==> src/rtl/conv_pkg.sv <==
// Shared types and helpers for the 1-D convolution sequencer.
// Contents: FSM state enum, default geometry, output count, clog2 helper.
package conv_pkg;

  typedef enum logic [2:0] {
    StLoad,
    StClear,
    StCompute,
    StDrain,
    StOut
  } state_e;

  localparam int unsigned LenXDef = 8;
  localparam int unsigned LenFDef = 4;
  // Outputs produced per vector with the default geometry.
  localparam int unsigned NUM_OUT = LenXDef - LenFDef + 1;

  // Bits needed to address 'value' distinct locations.
  function automatic int unsigned clog2(input int unsigned value);
    int unsigned w;
    w = 0;
    while ((64'd1 << w) < 64'(value)) begin
      w++;
    end
    return w;
  endfunction

endpackage

==> src/rtl/conv_sequencer_if.sv <==
// Handshake and datapath-control bundle of the convolution sequencer.
//   s_valid_x/s_ready_x : input sample stream
//   x_wr_en, x_addr     : x memory write strobe / address
//   f_addr              : coefficient ROM address
//   clr_acc, en_acc     : accumulator clear / accumulate
//   m_valid_y/m_ready_y : result stream
// master = sequencer side, slave = environment side.
interface conv_sequencer_if #(
  parameter int unsigned ADDRX = 3,
  parameter int unsigned ADDRF = 2
);
  logic             s_valid_x;
  logic             s_ready_x;
  logic             x_wr_en;
  logic [ADDRX-1:0] x_addr;
  logic [ADDRF-1:0] f_addr;
  logic             clr_acc;
  logic             en_acc;
  logic             m_valid_y;
  logic             m_ready_y;

  modport master (
    input  s_valid_x, m_ready_y,
    output s_ready_x, x_wr_en, x_addr, f_addr, clr_acc, en_acc, m_valid_y
  );

  modport slave (
    output s_valid_x, m_ready_y,
    input  s_ready_x, x_wr_en, x_addr, f_addr, clr_acc, en_acc, m_valid_y
  );
endinterface

==> src/rtl/conv_addr_gen.sv <==
// Counter and address generator for the convolution sequencer.
// Holds the write counter, window base i and tap index j; all counter moves
// come from FSM strobes.
//   clk, reset          : clock, async active-high reset
//   wr_inc/wr_clr       : advance / clear write counter
//   i_inc/i_clr         : advance / clear window base
//   j_inc/j_clr         : advance / clear tap index
//   sel_wr              : x_addr shows write counter instead of i+j
//   x_addr, f_addr      : memory / ROM addresses
//   wr_last/i_last/j_last : terminal-count flags
module conv_addr_gen
  import conv_pkg::*;
#(
  parameter int unsigned LENX  = 8,
  parameter int unsigned LENF  = 4,
  parameter int unsigned ADDRX = 3,
  parameter int unsigned ADDRF = 2
) (
  input  logic             clk,
  input  logic             reset,
  input  logic             wr_inc,
  input  logic             wr_clr,
  input  logic             i_inc,
  input  logic             i_clr,
  input  logic             j_inc,
  input  logic             j_clr,
  input  logic             sel_wr,
  output logic [ADDRX-1:0] x_addr,
  output logic [ADDRF-1:0] f_addr,
  output logic             wr_last,
  output logic             i_last,
  output logic             j_last
);

  localparam int unsigned SW = (ADDRX > ADDRF) ? ADDRX : ADDRF;

  logic [ADDRX-1:0] wr_q, wr_d;
  logic [ADDRX-1:0] i_q, i_d;
  logic [ADDRF-1:0] j_q, j_d;
  logic [SW-1:0]    sum;

  always_ff @(posedge clk or posedge reset) begin
    if (reset) begin
      wr_q <= '0;
      i_q  <= '0;
      j_q  <= '0;
    end else begin
      wr_q <= wr_d;
      i_q  <= i_d;
      j_q  <= j_d;
    end
  end

  always_comb begin
    wr_d = wr_q;
    i_d  = i_q;
    j_d  = j_q;
    if (wr_clr) wr_d = '0;
    else if (wr_inc) wr_d = wr_q + ADDRX'(1);
    if (i_clr) i_d = '0;
    else if (i_inc) i_d = i_q + ADDRX'(1);
    if (j_clr) j_d = '0;
    else if (j_inc) j_d = j_q + ADDRF'(1);
  end

  // i+j stays below LENX, so truncating back to ADDRX bits is lossless.
  assign sum     = SW'(i_q) + SW'(j_q);
  assign x_addr  = sel_wr ? wr_q : sum[ADDRX-1:0];
  assign f_addr  = j_q;
  assign wr_last = (wr_q == ADDRX'(LENX - 1));
  assign i_last  = (i_q == ADDRX'(LENX - LENF));
  assign j_last  = (j_q == ADDRF'(LENF - 1));

endmodule

==> src/rtl/conv_sequencer.sv <==
// Central controller of the 1-D convolution datapath.
// Loads LENX samples, then for each window base i clears the accumulator,
// streams LENF (x=i+j, f=j) address pairs, drains one cycle for the memory
// read latency and offers the result on the master stream.
//   clk   : rising-edge clock
//   reset : asynchronous active-high reset
//   bus   : sample/result handshakes and datapath control (master side)
module conv_sequencer
  import conv_pkg::*;
#(
  parameter int unsigned LENX  = 8,
  parameter int unsigned LENF  = 4,
  parameter int unsigned ADDRX = 3,
  parameter int unsigned ADDRF = 2
) (
  input  logic              clk,
  input  logic              reset,
  conv_sequencer_if.master  bus
);

  if (LENF == 0 || LENF > LENX) begin : g_bad_len
    $error("conv_sequencer: need 1 <= LENF <= LENX");
  end
  if (clog2(LENX) > ADDRX || clog2(LENF) > ADDRF) begin : g_bad_width
    $error("conv_sequencer: address width too small");
  end

  state_e state_q, state_d;
  logic   issue_q, issue_next;
  logic   s_ready, wr_en;
  logic   wr_inc, wr_clr, i_inc, i_clr, j_inc, j_clr;
  logic   wr_last, i_last, j_last;

  assign s_ready = (state_q == StLoad) && !reset;
  assign wr_en   = bus.s_valid_x && s_ready;

  always_ff @(posedge clk or posedge reset) begin
    if (reset) begin
      state_q <= StLoad;
      issue_q <= 1'b0;
    end else begin
      state_q <= state_d;
      issue_q <= issue_next;
    end
  end

  always_comb begin
    state_d    = state_q;
    issue_next = 1'b0;
    wr_inc     = 1'b0;
    wr_clr     = 1'b0;
    i_inc      = 1'b0;
    i_clr      = 1'b0;
    j_inc      = 1'b0;
    j_clr      = 1'b0;
    unique case (state_q)
      StLoad: begin
        if (wr_en) begin
          if (wr_last) begin
            wr_clr  = 1'b1;
            i_clr   = 1'b1;
            state_d = StClear;
          end else begin
            wr_inc = 1'b1;
          end
        end
      end
      StClear: begin
        j_clr   = 1'b1;
        state_d = StCompute;
      end
      StCompute: begin
        // Read data for this address arrives next cycle; en_acc follows it.
        issue_next = 1'b1;
        if (j_last) state_d = StDrain;
        else j_inc = 1'b1;
      end
      StDrain: begin
        state_d = StOut;
      end
      StOut: begin
        if (bus.m_ready_y) begin
          if (i_last) begin
            state_d = StLoad;
          end else begin
            i_inc   = 1'b1;
            state_d = StClear;
          end
        end
      end
      default: state_d = StLoad;
    endcase
  end

  conv_addr_gen #(
    .LENX (LENX),
    .LENF (LENF),
    .ADDRX(ADDRX),
    .ADDRF(ADDRF)
  ) u_addr_gen (
    .clk    (clk),
    .reset  (reset),
    .wr_inc (wr_inc),
    .wr_clr (wr_clr),
    .i_inc  (i_inc),
    .i_clr  (i_clr),
    .j_inc  (j_inc),
    .j_clr  (j_clr),
    .sel_wr (state_q == StLoad),
    .x_addr (bus.x_addr),
    .f_addr (bus.f_addr),
    .wr_last(wr_last),
    .i_last (i_last),
    .j_last (j_last)
  );

  assign bus.s_ready_x = s_ready;
  assign bus.x_wr_en   = wr_en;
  assign bus.clr_acc   = (state_q == StClear);
  assign bus.en_acc    = issue_q;
  assign bus.m_valid_y = (state_q == StOut);

endmodule

==> src/flat_wrapper.sv <==
// flat-port wrapper written by rule: the top's interface ports become plain ports
module conv_sequencer_flat import conv_pkg::*;
#(
  parameter int unsigned LENX  = 8,
  parameter int unsigned LENF  = 4,
  parameter int unsigned ADDRX = 3,
  parameter int unsigned ADDRF = 2
)
  (clk, reset, bus_s_valid_x, bus_m_ready_y, bus_s_ready_x, bus_x_wr_en, bus_x_addr, bus_f_addr, bus_clr_acc, bus_en_acc, bus_m_valid_y);
  conv_sequencer_if #(.ADDRX(ADDRX), .ADDRF(ADDRF)) bus_i ();
  input  logic clk;
  input  logic reset;
  input wire logic [$bits(bus_i.s_valid_x)-1:0] bus_s_valid_x;
  input wire logic [$bits(bus_i.m_ready_y)-1:0] bus_m_ready_y;
  output wire logic [$bits(bus_i.s_ready_x)-1:0] bus_s_ready_x;
  output wire logic [$bits(bus_i.x_wr_en)-1:0] bus_x_wr_en;
  output wire logic [$bits(bus_i.x_addr)-1:0] bus_x_addr;
  output wire logic [$bits(bus_i.f_addr)-1:0] bus_f_addr;
  output wire logic [$bits(bus_i.clr_acc)-1:0] bus_clr_acc;
  output wire logic [$bits(bus_i.en_acc)-1:0] bus_en_acc;
  output wire logic [$bits(bus_i.m_valid_y)-1:0] bus_m_valid_y;
  assign bus_i.s_valid_x = bus_s_valid_x;
  assign bus_i.m_ready_y = bus_m_ready_y;
  assign bus_s_ready_x = bus_i.s_ready_x;
  assign bus_x_wr_en = bus_i.x_wr_en;
  assign bus_x_addr = bus_i.x_addr;
  assign bus_f_addr = bus_i.f_addr;
  assign bus_clr_acc = bus_i.clr_acc;
  assign bus_en_acc = bus_i.en_acc;
  assign bus_m_valid_y = bus_i.m_valid_y;
  conv_sequencer #(.LENX(LENX), .LENF(LENF), .ADDRX(ADDRX), .ADDRF(ADDRF)) u_core (.clk(clk), .reset(reset), .bus(bus_i));
endmodule
==> config.mk <==
export PLATFORM = sky130hd
export DESIGN_NAME = conv_sequencer_flat
export DESIGN_NICKNAME = d
export VERILOG_FILES = /design/src/rtl/conv_pkg.sv /design/src/rtl/conv_sequencer_if.sv /design/src/rtl/conv_addr_gen.sv /design/src/rtl/conv_sequencer.sv /design/src/flat_wrapper.sv
export SDC_FILE = /design/constraint.sdc
export NUM_CORES = 1
export LEC_CHECK = 0
export CAP_MARGIN = 15
export CORE_AREA = 2 2 59 47
export CTS_BUF_LIST = sky130_fd_sc_hd__clkbuf_2
export DETAILED_ROUTE_END_ITERATION = 7
export DIE_AREA = 0 0 61 49
export HOLD_SLACK_MARGIN = 0.03
export PLACE_DENSITY = 0.56
export SETUP_SLACK_MARGIN = 0.15
export SYNTH_ARGS = -nofsm -noshare
export SYNTH_HDL_FRONTEND = slang
export SYNTH_SLANG_ARGS = --single-unit
==> constraint.sdc <==
create_clock -name clk -period 1.5 [get_ports clk]
set_input_delay 0.15 -clock clk [delete_from_list [all_inputs] [get_ports clk]]
set_output_delay 0.15 -clock clk [all_outputs]
set_load 0.02 [all_outputs]
==> qor.csv <==
stage,metric,value,unit
finish,most frequent cells in the layout,"buf_4, buf_6, dfrtp_1",
setup_path,Critical path buffers and inverters,1,
outcome,failing checks,negative setup slack,
place,gpl congestion,0.744,
sta,final number of hold-violating endpoints,0,
sta,worst setup margin,-278,ps
setup_path,crit end category,output port,
setup_path,CP arrival,1630,ps
setup_path,CP cell instances,"ha_4, fa_2, xnor2_2, o21ai_2, buf_6",
routing,DRC viols,0,
finish,Fill cells,228,
floorplan,Core Footprint,2460,µm²
sta,RSZ-0062 raised after global routing,true,
setup_path,"Max stage delay cell, worst path",dfrtp_2,
global_route,vias in the first global route,657,
finish,Total Nets Final,127,
power_and_ir_drop,pwr dens,2040,nW/µm²
power_and_ir_drop,"Power, Total",0.00263,W
logic_synthesis,number of library cell types mapped by synthesis,26,
outcome,outcome,"complete, but fails checks",
global_route,initial antenna violation count,0,
finish,"commonest non-fill, non-tap cell in the layout",buf_4,
setup_path,Worst EP required,1350,ps
floorplan,Die W,61,µm
sta,Fmax achieved,562,MHz
power_and_ir_drop,Peak VDD IR,943,µV
global_route,largest net degree at the start of global routing,13,
global_route,met3 Usage GRT,4.77,%
clock_tree,CTS tree,done,
routing,total wire length,1870,µm
sta,fin crit period,1780,ps
logic_synthesis,Yosys reg bits,12,
floorplan,Die Y,49,µm
sta,Final Setup Violations,11,
setup_path,worst r2r src,u_core.state_q[2],
global_route,gr busiest metal,met2,
clock_tree,CTS Root Buffer Type,clkbuf_2,
global_route,met1 usage,19.4,%
setup_path,Top Family by Delay on Critical Path,adder cells,
setup_path,R2R Setup Slk,-200,ps
sta,relative slew slack,81.8,%
setup_path,CP Max Fanout,2,
setup_path,Setup Crit Path Kind,flop to output port,
global_route,Overflow after GRT,0,
logic_synthesis,syn nets,83,
floorplan,I/O pins,14,
logic_synthesis,Mean Syn Cell Area,9.78,µm²
global_route,global-route wire length before repair,3000,µm
routing,drt initial violations,18,
routing,DR vias,673,
clock_tree,Bufs on Longest Clock Path,2,
sta,Worst-Margin Slew,272,ps
setup_path,worst-case reg-to-reg path depth,5,
finish,Register Area,305,µm²
run,maxcap violations,0,
floorplan,starting density of the core,28.6,%
logic_synthesis,Mapped Cells,72,
finish,Synth-to-Final Area Change,82.6,%
setup_path,crit-path max cell delay,450,ps
setup_path,RR Endpoint,u_core.state_q[0],
sta,Final Skew,16.7,ps
clock_tree,clk slew on worst S/H paths,140,ps
logic_synthesis,Synth Warn #,0,
clock_tree,"Clk Latency, worst-skew pair",280,ps
clock_tree,# clock sinks,12,
finish,layout cells sized above 1,60.9,%
global_route,GR Util All Layers,14.0,%
place,HPWL Detailed,1330,µm
setup_path,Worst Setup Start Kind,flop,
routing,Via-to-Cell Ratio,4.46,
clock_tree,CTS H-tree lvls,1,
place,PortBufs,13,
sta,count of pins over their slew limit,0,
routing,DRT Pass-1 Iters,2,
floorplan,# rows,16,
global_route,met2 Use GR,21.3,%
logic_synthesis,cell area after synthesis,704,µm²
floorplan,Die Area,2990,µm²
routing,Routed Antenna Nets,0,
sta,final worst-path cycle share,119,%
finish,area of the multi-input gates,541,µm²
finish,# diodes,0,
logic_synthesis,sequential share of the synthesized area,42.6,%
clock_tree,CTS Buf Count,3,
hold_path,Hold WC Path Type,input port to async pin,
routing,Avg WL per Cell,12.4,µm
place,dpl ws,-430,ps
power_and_ir_drop,Lkg Pwr,0.596,nW
## cell families (layout without fill, tap and decap cells)
logic type      Yosys count  after routing  share of synthesized area [%]
simple gates             30             30                           22.6
buf+inv                   6             49                           3.20
xor+xnor                  2              2                           2.49
compound gates           11             11                           9.41
mux                       4              4                           6.22
fa+ha+maj                 7              7                           13.5
flops                    12             12                           42.6
## power by group
group          switching [W]  internal, W  leakage, nW
registers           0.000156     0.000465        0.148
logic               0.000814      0.00100        0.431
clock network       0.000117    0.0000707       0.0166
## layout make-up
type,count,area share [%]
clock buffers,4,1.56
inverters,6,1.75
multi-input cells,54,42.0
flip-flops and latches,12,23.7
well taps,36,3.50
repair buffers,39,27.4
## metal layers
metal	routed length, µm	share of wire, %	vias to the layer above
met1	850	45	326
met4	10	0.53	0
met5	0	0	-
met2	950	51	10
li1	-	-	335
met3	59	3.2	2
## worst reg2reg max path, stage by stage, from the launching register on
cell     delay, ps
dfrtp_1        450
buf_6          140
or3_4          370
buf_6          140
or3_4          370
a31oi_4        160
## synth_stat cells (all sizes together)
master  count  area, µm²
mux2i       1       10.0
a31oi       1       6.26
inv         6       22.5
or3         2       12.5
nor3        2       10.0
and2b       1       7.51
or4         1       7.51
nand3b      1       7.51
or3b        1       11.3
nor3b       1       7.51
ha          6       75.1
a21oi       3       15.0
nor4b       1       8.76
fa          1       20.0
dfrtp      12        300
a21boi      1       7.51
nor2        4       15.0
nand2      10       37.5
mux2        3       33.8
nor2b       2       12.5
o21ai       4       20.0
or2         1       6.26
xnor2       2       17.5
o31ai       1       7.51
a21bo       1       10.0
nand3       3       15.0
## metrics by stage
stage / hold WS, ps / cells / instance area (µm²) / util (%) / TNS, ps
global placement: 533 / 141 / 1070 / 43.4 / -1900
CTS: 295 / 149 / 1220 / 49.4 / -1150
floorplan: 22.5 / 72 / 744 / - / -3.41
detailed placement: 547 / 141 / 1070 / 43.4 / -2000
global route: 367 / 151 / 1290 / 52.2 / -2140
finish: 362 / 151 / 1290 / 52.2 / -1400
## registers in the layout (all words and copies together) (netlist names)
register and flops:
u_core.u_addr_gen.wr_q 3, u_core.u_addr_gen.i_q 3, u_core.u_addr_gen.f_addr 2, u_core.bus.en_acc 1, u_core.state_q 3
## repair_timing
| item | CTS | global route |
|---|---|---|
| setup endpoints to repair | 19 | 18 |
| setup buffers | 4 | 2 |
| endpoints found under the hold margin | 0 | 0 |
| pin swaps | 12 | 8 |
| hold buffers | 0 | 0 |
| resized for setup | 74 | 12 |
## worst max-delay path by stage
stage,start,to,slack (ps),depth (start not counted)
final,u_core.u_addr_gen.f_addr[0],bus_x_addr[2],-280,5
after global placement,u_core.u_addr_gen.f_addr[0],bus_x_addr[1],-400,5
after detailed placement,u_core.u_addr_gen.i_q[0],bus_x_addr[2],-430,5
after CTS,u_core.u_addr_gen.f_addr[0],bus_x_addr[2],-320,5
after global routing,u_core.u_addr_gen.f_addr[0],bus_x_addr[2],-360,5
after floorplan,u_core.u_addr_gen.f_addr[0],bus_x_addr[2],-3,4
Note: power is estimated with default switching activity, not from simulation.
